## config.mk

```make
export PLATFORM = sky130hd
export DESIGN_NAME = vadd_axis_pattern_gen
export DESIGN_NICKNAME = d
export VERILOG_FILES = /design/src/rtl/vadd_axis_pkg.sv /design/src/rtl/vadd_axis_pattern_gen.sv
export SDC_FILE = /design/constraint.sdc
export NUM_CORES = 1
export LEC_CHECK = 0
export CAP_MARGIN = 20
export CORE_AREA = 2 2 212 214
export DETAILED_ROUTE_END_ITERATION = 10
export DIE_AREA = 0 0 214 216
export GPL_ROUTABILITY_DRIVEN = 0
export GPL_TIMING_DRIVEN = 0
export PLACE_DENSITY = 0.61
export RECOVER_POWER = 100
export SYNTH_ARGS = -nofsm -noshare
export SYNTH_HDL_FRONTEND = slang
export SYNTH_SLANG_ARGS = --single-unit
```

## constraint.sdc

```tcl
create_clock -name vclk -period 11.1
set_clock_uncertainty 0.15 [all_clocks]
set_input_delay 2.775 -clock vclk [all_inputs]
set_output_delay 2.775 -clock vclk [all_outputs]
set_load 0.005 [all_outputs]
```

## src/rtl/vadd_axis_pkg.sv

```systemverilog
// Shared types and geometry helpers for the vadd AXI4-Stream traffic checker.
package vadd_axis_pkg;

   typedef enum logic [1:0] {
      IDLE = 2'd0,
      RUN  = 2'd1,
      DONE = 2'd2
   } state_t;

   function automatic int lanes_f(input int tdata_w, input int adder_w);
      return tdata_w / adder_w;
   endfunction

   function automatic int nbeats_f(input int tdata_w, input int len_bytes);
      return len_bytes / (tdata_w / 8);
   endfunction

   function automatic int cnt_w_f(input int nbeats);
      return $clog2(nbeats) + 1;
   endfunction

endpackage

```

## src/rtl/vadd_axis_pattern_gen.sv

```systemverilog
// Builds one full beat of the ramp pattern: lane j of beat k is k*LANES+j+offset,
// wrapping at the lane width.
module vadd_axis_pattern_gen
   import vadd_axis_pkg::*;
#(
   parameter int C_AXIS_TDATA_WIDTH = 512,
   parameter int C_ADDER_BIT_WIDTH  = 32,
   parameter int CNT_W              = 9
) (
   input  logic [CNT_W-1:0]              beat_idx,
   input  logic [C_ADDER_BIT_WIDTH-1:0]  offset,
   output logic [C_AXIS_TDATA_WIDTH-1:0] data
);

   localparam int AW    = C_ADDER_BIT_WIDTH;
   localparam int LANES = lanes_f(C_AXIS_TDATA_WIDTH, C_ADDER_BIT_WIDTH);

   logic [AW-1:0] base;

   assign base = AW'(beat_idx) * AW'(LANES);

   always_comb begin
      data = '0;
      for (int j = 0; j < LANES; j++) begin
         data[j*AW +: AW] = base + AW'(j) + offset;
      end
   end

endmodule

```

Word level (Yosys, flattened, before mapping)

Cells that the tools add are included.

Bits in registers: 0
Input port bits: 41

Add/subtract/negate cells: 31

Operator list:

| cell                                                            | number |
|---|---|
| 14-bit by 32-bit adder with 32-bit output                       | 15 |
| 13-bit by 4-bit adder with 14-bit output, second input constant | 8 |
| 13-bit by 3-bit adder with 14-bit output, second input constant | 4 |
| 13-bit by 32-bit adder with 32-bit output                       | 1 |
| 13-bit by 2-bit adder with 14-bit output, second input constant | 2 |
| 13-bit by 1-bit adder with 14-bit output, second input constant | 1 |

Logic depth before layout (Yosys ltp)

Depth after elaboration: 2
Gate-level depth with buffers: 10
Depth with buffers taken out: 7

Worst setup path before layout

OpenSTA, ideal clock, no wires.

Path kind: in2out
From: input offset[3]
To: output data[383]
Arrival time: 5222 ps
Required time: 8175 ps
Slack: 2953 ps
Stages on the path: 10
Path buffers: 3
Cell sequence: buf_1 -> inv_1 -> fa_1 -> clkbuf_1 -> nand2b_1 -> a21oi_1 -> clkbuf_1 -> o21ai_0 -> a21oi_1 -> xor2_1

Word-level cells in the longest chain between the ends: 1

RTL lines:

| what                                      | RTL line                    | RTL |
|---|---|---|
| start: declaration                        | vadd_axis_pattern_gen.sv:11 | `input logic [C_ADDER_BIT_WIDTH-1:0] offset,` |
| 14-bit by 32-bit adder with 32-bit output | vadd_axis_pattern_gen.sv:25 | `data[j*AW +: AW] = base + AW'(j) + offset;` |
| end: declaration                          | vadd_axis_pattern_gen.sv:12 | `output logic [C_AXIS_TDATA_WIDTH-1:0] data` |

No other way between the ends.

Worst setup path after layout

From: input offset[3]
To: output data[373]

Same word-level chain as after synthesis.

==> reports/metrics.cfg <==
[status]
status = finished clean

[place]
pre_cts_ws_ps = 42.74
placed_area_um2 = 15240
place_inst = 2513
dpl.hpwl_um = 50720
port_buffers = 549

[global_routing]
grt_max_degree = 15
overflow = 0
grt_pass1_vias = 12300
grt_antenna_before_repair = 1
grtUsageTotal_pct = 24.19
grt_pass1_wl_um = 84990

[timing]
fmax_mhz = 91.83
rsz0062_at_grt = true
tightestPinTransition_ps = 1052
fin_crit_sh_pct = 98.10
hold_viol = 0
slew_violations = 0
setup_violations = 0
setup_ws_ps = 210.6
relSlewSlack_pct = 29.21
min_period_ps = 10890

[logic_synthesis]
synth_fa_ha_area_share_pct = 3.846
syn_nets = 1438
avgSynthCellArea_um2 = 6.554
synthTopCellsByArea = xnor2_1 (21%), xor2_1 (20%), o21ai_0 (6.5%)
synth_compound_area_share_pct = 26.83
synth_top_area_share_pct = 20.78
synth_xor_area_share_pct = 41.07
synth_common_cells = xnor2_1 (213), xor2_1 (208), nor2_1 (124)
synth.yosys.seq_area_share_pct = 0
synth_top_family_by_area = XOR/XNOR gates
yosys_warnings = 0
syn_area_um2 = 8979
synth_most_common_cell = xnor2_1
muxShareOfSynthArea_pct = 0.1533
synth_top_cell_by_area = xnor2_1
yosys.cell_types.count = 55
synth-simple-area-share_pct = 17.99
synthCells = 1370

[hold_path]
worstHoldPathType = input port to output port
hold_path_startpoint = offset[26]
hold_depth = 3

[die]
die_h_um = 216
io_pins = 553
fp.dieW_um = 214
die-area_um2 = 46220
core_area_um2 = 43840
fp-row-count = 77
initial_core_util_pct = 20.48

[layout]
final_cells = 2514
drive_gt1_share_pct = 5.362
area_growth_pct = 69.73
final_cell_area_um2 = 15240
fill_cells = 4740
fin_util_pct = 34.77
seq_area_um2 = 0
nets = 1991
design.seq.count = 0
multi_input_area_um2 = 8075
nClkBuffers = 0

[drt]
drt_pass1_iterations = 5
vias = 12470
routed_wl_um = 59850
ant_nets = 0
vias_per_cell = 4.959
initialDrtViolationCount = 1084
drc_errors = 0
wl_per_cell_um = 23.80

[setup_path]
worst-setup-path-type = input port to output port
cp.required_ps = 8180
startpoint_type = input port
crit_path_top_delay_cell = a21boi_0
worst-path-max-fanout = 10
critPathMaxStageDelay_ps = 900
arrival_ps = 7960
critical_path.startpoint = offset[3]
crit_chain = clkdlybuf4s50_1 -> buf_1 -> inv_1 -> fa_1 -> clkbuf_1 -> a21boi_0 -> nand2_1 -> a221oi_1 -> nor2_1 -> xor2_1 -> clkdlybuf4s50_1
end_kind = output port
crit_top_cell = clkdlybuf4s50_1

[power]
total_power_mw = 1.001
pwr_density_cell_nw_per_um2 = 65.66
leakagePower_nw = 5.678
ir_drop_uv = 44.27

[run]
cap_viol_max_count = 0

[clock_tree]
cts_resized = 0
post_cts_buffers = 0
ctsHoldBuffers = 0

## report_power, final
group          switching (mW)  internal (mW)
Combinational           0.482          0.519
Sequential                  0              0
Clock                       0   0.0000000121
Total                   0.482          0.519
## path summary, 6_finish.rpt
| path | endpoint | slack [ps] |
|---|---|---|
| max | data[373] | 210 |
| min | data[58] | 6240 |
## cells in the final DEF (no fill, tap or decap), drive strengths merged, types with 5 or more instances in the layout
cell / count
a211oi: 16
a21o: 5
a21oi: 103
a221oi: 26
a22oi: 11
and2: 6
and3: 5
and4: 9
buf: 62
clkbuf: 106
clkdlybuf4s50: 537
dlygate4sd3: 12
ha: 26
inv: 23
nand2: 96
nand2b: 5
nand3: 33
nand4: 22
nor2: 131
nor3: 22
o211ai: 41
o21a: 22
o21ai: 123
o21bai: 5
o221ai: 9
o311ai: 5
or2: 8
xnor2: 213
xor2: 208
## routing by layer
| metal | global-route usage [%] | vias to the layer above | part of all wire, % |
|---|---|---|---|
| met4 | 6.457 | 0 | 3.1 |
| li1 | - | 5772 | - |
| met2 | 43.41 | 714 | 48 |
| met5 | 0 | - | 0 |
| met1 | 29.19 | 5876 | 41 |
| met3 | 4.863 | 104 | 7.7 |
## critical path, delay by kind of cell
family / cells / cell delay (ps)
buf+inv: 5 / 2790
compound gates: 2 / 1550
simple gates: 2 / 390
fa+ha+maj: 1 / 260
xor+xnor: 1 / 180
## cells by family (layout without fill, tap and decap cells)
family,count (synthesis),after routing
muxes,1,1
buffers and inverters,189,740
xor gates and xnor gates,421,421
AOI/OAI and AO/OA,385,385
other,0,1
adders and majority gates,27,27
and+or+nand+nor,347,347
## per-stage QoR
step / hold WS [ps] / setup TNS (ps)
after global routing: 6276 / -32.89
after floorplan: 5460 / 0
final: 6236 / 0
after detailed placement: 6251 / 0
after global placement: 6240 / -20.60
after CTS: 6252 / 0
## area by class of cell
class	instances	area share (%)
Inverter	23	0.5665
Timing Repair Buffer	551	36.17
Antenna cell	1	0.01642
Buffer	166	5.402
Multi-Input combinational cell	1181	52.99
Tap cell	592	4.860
Note: power is estimated with default switching activity, not from simulation.
